[src/rtl/lfsr_word_packer.sv]
// lfsr_word_packer
//   Collects WIDTH successive serial bits from the LFSR into a parallel word
//   and buffers completed words in a DEPTH-entry FIFO. The words go out on a
//   valid/ready interface.
//
// Ports
//   clk         rising-edge clock shared with the LFSR
//   reset       asynchronous active-high reset, clears all state
//   bit_in      serial random bit
//   bit_en      sample bit_in on this edge
//   clear       synchronous clear of the partial word, the FIFO and overflow
//   word_out    FIFO head word, 0 when empty
//   word_valid  FIFO non-empty
//   word_ready  consumer accepts the head word on this edge
//   count       number of words held in the FIFO
//   full        count == DEPTH
//   overflow    sticky flag, set when a completed word was dropped
module lfsr_word_packer #(
    parameter int unsigned WIDTH     = 8,
    parameter int unsigned DEPTH     = 4,
    parameter bit          MSB_FIRST = 1'b1
) (
    input  logic                       clk,
    input  logic                       reset,
    input  logic                       bit_in,
    input  logic                       bit_en,
    input  logic                       clear,
    output logic [WIDTH-1:0]           word_out,
    output logic                       word_valid,
    input  logic                       word_ready,
    output logic [$clog2(DEPTH+1)-1:0] count,
    output logic                       full,
    output logic                       overflow
);

    localparam int unsigned CntW = $clog2(DEPTH + 1);
    localparam int unsigned BitW = $clog2(WIDTH);
    localparam int unsigned PtrW = $clog2(DEPTH);

    localparam logic [BitW-1:0] LastBit  = BitW'(WIDTH - 1);
    localparam logic [CntW-1:0] DepthCnt = CntW'(DEPTH);

    logic [WIDTH-1:0] acc_q, acc_d;
    logic [BitW-1:0]  bit_cnt_q, bit_cnt_d;
    logic [PtrW-1:0]  wr_ptr_q, wr_ptr_d;
    logic [PtrW-1:0]  rd_ptr_q, rd_ptr_d;
    logic [CntW-1:0]  count_q, count_d;
    logic             overflow_q, overflow_d;
    logic [WIDTH-1:0] mem_q [DEPTH];

    logic [WIDTH-1:0] shifted;
    logic             complete;
    logic             empty;
    logic             is_full;
    logic             pop;
    logic             push;
    logic             drop;
    logic             mem_we;

    always_comb begin
        // Accumulator with the current bit already included, so a completing
        // edge pushes the whole word including this bit.
        if (MSB_FIRST) begin
            shifted = {acc_q[WIDTH-2:0], bit_in};
        end else begin
            shifted = {bit_in, acc_q[WIDTH-1:1]};
        end

        empty    = (count_q == '0);
        is_full  = (count_q == DepthCnt);
        complete = bit_en && (bit_cnt_q == LastBit);
        pop      = !empty && word_ready;
        // A pop on the same edge frees the slot, so a full FIFO still accepts.
        push     = complete && (!is_full || pop);
        drop     = complete && is_full && !pop;
        mem_we   = push && !clear;
    end

    always_comb begin
        acc_d      = acc_q;
        bit_cnt_d  = bit_cnt_q;
        wr_ptr_d   = wr_ptr_q;
        rd_ptr_d   = rd_ptr_q;
        count_d    = count_q;
        overflow_d = overflow_q;

        if (clear) begin
            acc_d      = '0;
            bit_cnt_d  = '0;
            wr_ptr_d   = '0;
            rd_ptr_d   = '0;
            count_d    = '0;
            overflow_d = 1'b0;
        end else begin
            if (bit_en) begin
                acc_d     = shifted;
                bit_cnt_d = complete ? '0 : bit_cnt_q + BitW'(1);
            end
            // DEPTH is a power of two, so pointers wrap naturally.
            if (push) begin
                wr_ptr_d = wr_ptr_q + PtrW'(1);
            end
            if (pop) begin
                rd_ptr_d = rd_ptr_q + PtrW'(1);
            end
            if (push && !pop) begin
                count_d = count_q + CntW'(1);
            end else if (pop && !push) begin
                count_d = count_q - CntW'(1);
            end
            if (drop) begin
                overflow_d = 1'b1;
            end
        end
    end

    always_ff @(posedge clk or posedge reset) begin
        if (reset) begin
            acc_q      <= '0;
            bit_cnt_q  <= '0;
            wr_ptr_q   <= '0;
            rd_ptr_q   <= '0;
            count_q    <= '0;
            overflow_q <= 1'b0;
        end else begin
            acc_q      <= acc_d;
            bit_cnt_q  <= bit_cnt_d;
            wr_ptr_q   <= wr_ptr_d;
            rd_ptr_q   <= rd_ptr_d;
            count_q    <= count_d;
            overflow_q <= overflow_d;
        end
    end

    always_ff @(posedge clk or posedge reset) begin
        if (reset) begin
            mem_q <= '{default: '0};
        end else if (mem_we) begin
            mem_q[wr_ptr_q] <= shifted;
        end
    end

    // Outputs depend on registers only.
    assign word_out   = empty ? '0 : mem_q[rd_ptr_q];
    assign word_valid = !empty;
    assign count      = count_q;
    assign full       = is_full;
    assign overflow   = overflow_q;

endmodule

[config.mk]
export PLATFORM = sky130hd
export DESIGN_NAME = lfsr_word_packer
export DESIGN_NICKNAME = d
export VERILOG_FILES = /design/src/rtl/lfsr_word_packer.sv
export SDC_FILE = /design/constraint.sdc
export NUM_CORES = 1
export LEC_CHECK = 0
export BUFFER_PORTS_ARGS = -buffer_cell sky130_fd_sc_hd__buf_2
export CORE_MARGIN = 2
export CORE_UTILIZATION = 53
export CTS_CLUSTER_SIZE = 10
export DETAILED_ROUTE_END_ITERATION = 6
export PLACE_DENSITY = 0.75
export SYNTH_ARGS = -nofsm -noshare
export SYNTH_HDL_FRONTEND = slang
export SYNTH_SLANG_ARGS = --single-unit
[constraint.sdc]
create_clock -name clk -period 2.05 [get_ports clk]
set_input_delay 0.3075 -clock clk [delete_from_list [all_inputs] [get_ports clk]]
set_output_delay 0.3075 -clock clk [all_outputs]
set_load 0.02 [all_outputs]
==> results.yml, run 1 <==
drt:
  vias: 1510
  viasPerCell: 5.72
  wl_per_cell_um: 17.5
  drc_errors: 0
  drt_iter0_markers: 69
  postRouteAntennaNets: 0
  wl_um: 4610
  drtPass1Iterations: 4
synthesis:
  yosys_warnings: 0
  yosysSeqAreaShare_pct: 51.1
  synth_nets: 195
  syn-mean-instance-area_um2: 13.4
  synth_top_area_cell: "dfrtp_1"
  synth_area_leaders: "dfrtp_1 51%, mux2_2 14%, mux4_2 7.4%"
  synth_cell_types: 30
  netlist.area_leader.share_pct: 51.1
  syn_area_mm2: 0.00245
  synth_cells: 182
  ys_ff_latch: 50
critical_path:
  crit_type: "reg -> reg"
  crit_fanout: 7
  cpPeakStageDelay_ns: 0.48
  crit_buf_inv: 0
  worstPathCellList: "nor3b_4 > nor3b_2 > fa_2 > or3_4 > a31oi_1 > a21oi_1"
  required_ns: 2.22
  critPathTopFamily: "simple AND/OR/NAND/NOR gates"
  arrival_ns: 2.19
  cp_slowest_cell: "dfrtp_2"
  cp-start-kind: "flip-flop"
  worstSetupEndpointType: "flip-flop"
sta:
  tns_ns: 0
  slew_headroom_pct: 58.2
  drv_slew: 0
  rsz0062_at_grt: "yes"
  period_needed_ns: 2.03
  hold_viol: 0
  worst_slew_pin_slew_ns: 0.627
  fin_skew_ns: 0.0101
  fmax_ghz: 0.494
  finalWorstSetupSlack_ns: 0.0249
  post-route-period-util_pct: 98.8
  setup_viol: 0
grt:
  grt_max_degree: 51
  grt_first_pass_wirelength_um: 7600
  grt_pass1_vias: 1611
  grt_usage_pct: 19.9
  grt-ovfl-total: 0
  antenna_found_initial: 0
cts:
  cts_buffers: 5
  cts_buffer_depth: 2
  clk_pin_slew_worst_paths_ns: 0.09
  clock_sinks: 50
  hold_buffers: 0
  cts-root-buf: "clkbuf_8"
  h-tree-depth: 2
  cts_tree: "yes"
  clk_latency_ns: 0.31
placement:
  gp_congestion: 0.718
  dp_slack_ns: -0.0138
  port_buffers: 19
  hpwl_um: 3010
  dp.cells: 254
  place_area_mm2: 0.00270
min_path:
  hold_path_class: "in -> async"
die:
  dieArea_mm2: 0.00518
  die_x_um: 72.0
  io_pins: 20
  start_util_pct: 55.4
  die_y_um: 72.0
  placementRows: 24
  core_region_area_mm2: 0.00441
cells_and_area:
  area_growth_pct: 16.4
  drive_above_1_share_pct: 45.3
  nFillCells: 326
  stdcell_count: 264
  antenna_cells: 0
  nets: 224
  final_area_mm2: 0.00285
pwr:
  total_power_w: 0.00185
  powerDensity_mw_per_mm2: 650
  p_leak_nw: 1.41
  irDropWorstVdd_mv: 0.416
run:
  maxCapViolCount: 0
run_status:
  status: "finished clean"
==> routing by layer <==
| metal | track usage (%) | routed length [µm] | share of wire (%) |
|---|---|---|---|
| met3 | 6.11 | 153 | 3.3 |
| met5 | 0 | 0 | 0 |
| met4 | 8.18 | 74 | 1.6 |
| met2 | 33.1 | 2460 | 53 |
| met1 | 24.3 | 1920 | 42 |
==> where the power goes <==
part | switching, W | internal (W)
registers | 0.0000244 | 0.00100
clock network | 0.000330 | 0.000272
logic | 0.000135 | 0.0000892
total | 0.000489 | 0.00136
==> synth_stat cells (all sizes together) <==
master and instances:
dfrtp 50, mux2 33, nor2 19, mux2i 11, and2 8, mux4 8
clkbuf 7, ha 6, inv 6, nor3b 6, a21oi 5, nand2 3
xor2 3, a21o 2, buf 2, nand3 2, or3 2, a211o 1
a31oi 1, fa 1, nand2b 1, nand3b 1, nand4b 1, nor4 1
o21ai 1, xnor2 1
==> worst paths after layout <==
path	from	to	slack [ns]	cells past startpoint
setup / recovery	count[1]$_DFFE_PP0P_	count[2]$_DFFE_PP0P_	0.02	6
hold / removal	reset	bit_cnt_q[2]$_DFFE_PP0P_	0.15	3
setup reg to reg	count[1]$_DFFE_PP0P_	count[2]$_DFFE_PP0P_	0.02	6
hold reg to reg	mem_q[16]$_DFFE_PP0P_	mem_q[16]$_DFFE_PP0P_	0.50	1
max in group asynchronous	reset	count[2]$_DFFE_PP0P_	1.44	3
min in group clk	bit_in	mem_q[16]$_DFFE_PP0P_	0.27	2
==> cell type report <==
type | count | area, µm² | area share, %
Tap cell | 52 | 65.1 | 2.28
Clock buffer | 6 | 82.6 | 2.90
Sequential cell | 50 | 1260 | 44.1
Timing Repair Buffer | 31 | 226 | 7.95
Clock inverter | 2 | 12.5 | 0.439
Inverter | 6 | 22.5 | 0.791
Multi-Input combinational cell | 117 | 1180 | 41.5
==> cell usage in the layout (no fill, tap or decap), drive strengths merged, types with 3 or more instances in the layout <==
cell type	Yosys	routed
and2	8	8
nor2	19	19
clkbuf	7	6
mux4	8	8
mux2i	11	11
nor3b	6	6
buf	2	31
xor2	3	3
ha	6	6
nand2	3	3
inv	6	6
dfrtp	50	50
a21oi	5	5
mux2	33	33
==> cell families after synthesis <==
logic type / count (synthesis) / synth area share, %
XOR/XNOR: 4 / 1.43
flip-flops: 50 / 51.1
multiplexers: 52 / 27.0
AO/OA/AOI/OAI: 10 / 2.45
AND/OR/NAND/NOR: 44 / 11.4
adder cells (fa/ha/maj): 7 / 3.89
buffers and inverters: 15 / 2.66
==> sequential cells by signal, indices dropped and copies added (netlist names) <==
name / count
wr_ptr_q: 2
acc_q: 7
overflow: 1
rd_ptr_q: 2
mem_q: 32
bit_cnt_q: 3
count: 3
==> timing repair <==
action                                  CTS  global route
hold endpoints to repair                  0             0
cloned                                    0             0
pin swaps                                 3             7
endpoints found under the setup margin    3            26
gates resized for setup                   1             7
setup buffers                             1             1
==> worst reg2reg max path, cell delays in order, from the launching register on <==
cell and delay [ns]:
dfrtp_2 0.48, nor3b_4 0.30, nor3b_2 0.10, fa_2 0.39, or3_4 0.34, a31oi_1 0.18, a21oi_1 0.09
==> stage by stage <==
| stage | hold WS (ns) | util [%] |
|---|---|---|
| 5_1_grt | 0.201 | 64.5 |
| 4_1_cts | 0.176 | 63.6 |
| 6_report | 0.148 | 64.5 |
| 3_5_place_dp | 0.475 | 61.2 |
| 2_1_floorplan | 0.442 | - |
| 3_3_place_gp | 0.464 | 61.2 |
Note: power is estimated with default switching activity, not from simulation.
==> run 2: changes to the inputs <==
--- a/config.mk
+++ b/config.mk
@@ -5,12 +5,13 @@
 export SDC_FILE = /design/constraint.sdc
 export NUM_CORES = 1
 export LEC_CHECK = 0
+export ABC_CLOCK_PERIOD_IN_PS = 2050
 export BUFFER_PORTS_ARGS = -buffer_cell sky130_fd_sc_hd__buf_2
-export CORE_MARGIN = 2
 export CORE_UTILIZATION = 53
 export CTS_CLUSTER_SIZE = 10
 export DETAILED_ROUTE_END_ITERATION = 6
 export PLACE_DENSITY = 0.75
+export REMOVE_ABC_BUFFERS = 1
 export SYNTH_ARGS = -nofsm -noshare
 export SYNTH_HDL_FRONTEND = slang
 export SYNTH_SLANG_ARGS = --single-unit
==> run 2 against run 1 <==
Effect of this change:
- routed wire length grew 5.1%
- critical endpoint unchanged
- critical path depth grew 2
- utilization grew 1.8 points
==> results.yml, run 2 (synthesized netlist as in run 1, its figures left out) <==
drt:
  drtPass1Iterations: 4
  wl_per_cell_um: 17.8
  wl_um: 4840
  vias: 1544
  viasPerCell: 5.68
  drc_errors: 0
  drt_iter0_markers: 86
  postRouteAntennaNets: 0
cts:
  cts_buffers: 5
  clock_sinks: 50
  clk_latency_ns: 0.31
  cts_tree: "yes"
  clk_pin_slew_worst_paths_ns: 0.10
  cts-root-buf: "clkbuf_8"
  hold_buffers: 0
  h-tree-depth: 2
  cts_buffer_depth: 2
cells_and_area:
  top_regs: "mem_q x32, acc_q x7"
  top_register: "mem_q"
  largest_register_ffs: 32
  antenna_cells: 0
  nets: 232
  final_cell_mix: "50 x dfrtp_1, 31 x mux2_2, 19 x nor2_1, 19 x buf_2, 19 x buf_4"
  stdcell_count: 272
  drive_above_1_share_pct: 46.4
  area_growth_pct: 18.8
  final_common_cell: "dfrtp_1"
die:
  start_util_pct: 55.8
  die_x_um: 70.0
  io_pins: 20
  core_region_area_mm2: 0.00438
  placementRows: 24
  dieArea_mm2: 0.00489
  die_y_um: 70.0
critical_path:
  cp_slowest_cell: "fa_2"
  cpPeakStageDelay_ns: 0.41
  arrival_ns: 2.28
  required_ns: 2.28
  worstPathCellList: "ha_2 > ha_4 > nand2_4 > nor3b_4 > fa_2 > or3_4 > a21o_1 > a21oi_2"
  cp-start-kind: "flip-flop"
  crit_type: "reg -> reg"
  worstSetupEndpointType: "flip-flop"
  crit_fanout: 3
grt:
  grt-ovfl-total: 0
  met3_usage_pct: 5.77
  grt_usage_pct: 21.4
  grt.busiest_layer: "met2"
  grtUsageMet1_pct: 29.4
  antenna_found_initial: 0
  grt_max_degree: 51
  grt.met2_usage_pct: 34.3
  grt_pass1_vias: 1632
  grt_first_pass_wirelength_um: 8070
run_status:
  status: "finished clean"
sta:
  slew_headroom_pct: 63.2
  worst_slew_pin_slew_ns: 0.553
  drv_slew: 0
  rsz0062_at_grt: "yes"
  finalWorstSetupSlack_ns: 0.000300
  fmax_ghz: 0.488
  setup_viol: 0
  post-route-period-util_pct: 100
  period_needed_ns: 2.05
  hold_viol: 0
  fin_skew_ns: 0.0171
placement:
  port_buffers: 19
  hpwl_um: 3240
  dp.cells: 263
  gp_congestion: 0.900
  dp_slack_ns: -0.0894
run:
  maxCapViolCount: 0
min_path:
  hold_path_class: "in -> async"
pwr:
  irDropWorstVdd_mv: 0.500
  powerDensity_mw_per_mm2: 642
  p_leak_nw: 1.45
## run 2: area by class of cell
type                       instances  area [µm²]
inverter                           6        22.5
clock inverter                     3        23.8
tap                               52        65.1
timing repair buffer              39         258
fill                             328        1480
clock buffer                       5        68.8
sequential                        50        1250
multi-input combinational        117        1220
## run 2: per-stage QoR
step | hold WS, ns | cell area (µm²) | power [W] | TNS [ns] | util (%)
4_1_cts | 0.0315 | 2830 | 0.00186 | -0.0435 | 64.4
3_3_place_gp | 0.366 | 2720 | 0.00125 | 0 | 62.0
2_1_floorplan | 0.371 | 2400 | 0.00116 | -0.184 | -
6_report | 0.0248 | 2910 | 0.00187 | 0 | 66.3
5_1_grt | 0.0286 | 2910 | 0.00196 | -0.474 | 66.3
3_5_place_dp | 0.370 | 2720 | 0.00127 | -0.0894 | 62.0
## run 2: worst max-delay path: cells and delay by family, from the launching register on
family	cells	cell delay (ns)
AOI/OAI and AO/OA	2	0.30
adders and majority gates	3	0.79
and+or+nand+nor	3	0.49
DFF	1	0.40
## run 2: per-layer routing
layer,part of all wire (%),vias to the layer above
li1,-,711
met1,44,811
met2,53,20
met3,2.9,2
met4,0.52,0
met5,0,-
## run 2: worst paths after layout
check | end | depth (start not counted) | from | slack [ns]
worst min register to register | mem_q[8]$_DFFE_PP0P_ | 1 | mem_q[8]$_DFFE_PP0P_ | 0.50
worst max-delay path | count[2]$_DFFE_PP0P_ | 8 | bit_cnt_q[1]$_DFFE_PP0P_ | 0.0003
worst max register to register | count[2]$_DFFE_PP0P_ | 8 | bit_cnt_q[1]$_DFFE_PP0P_ | 0.0003
max in group asynchronous | count[1]$_DFFE_PP0P_ | 3 | reset | 1.79
worst min-delay path | mem_q[30]$_DFFE_PP0P_ | 3 | reset | 0.02
min in group clk | mem_q[8]$_DFFE_PP0P_ | 2 | bit_in | 0.27
## run 2: what timing repair did
action,4_1_cts,5_1_grt
gates resized for setup,3,13
pin swaps,0,7
setup buffers,0,1
endpoints found under the hold margin,0,0
endpoints found under the setup margin,9,11
## run 2: report_power, final
group | internal (W) | leakage (nW) | switching [W]
Combinational | 0.000104 | 0.717 | 0.000153
Sequential | 0.00100 | 0.696 | 0.0000178
Clock | 0.000245 | 0.0408 | 0.000347
Total | 0.00135 | 1.45 | 0.000518
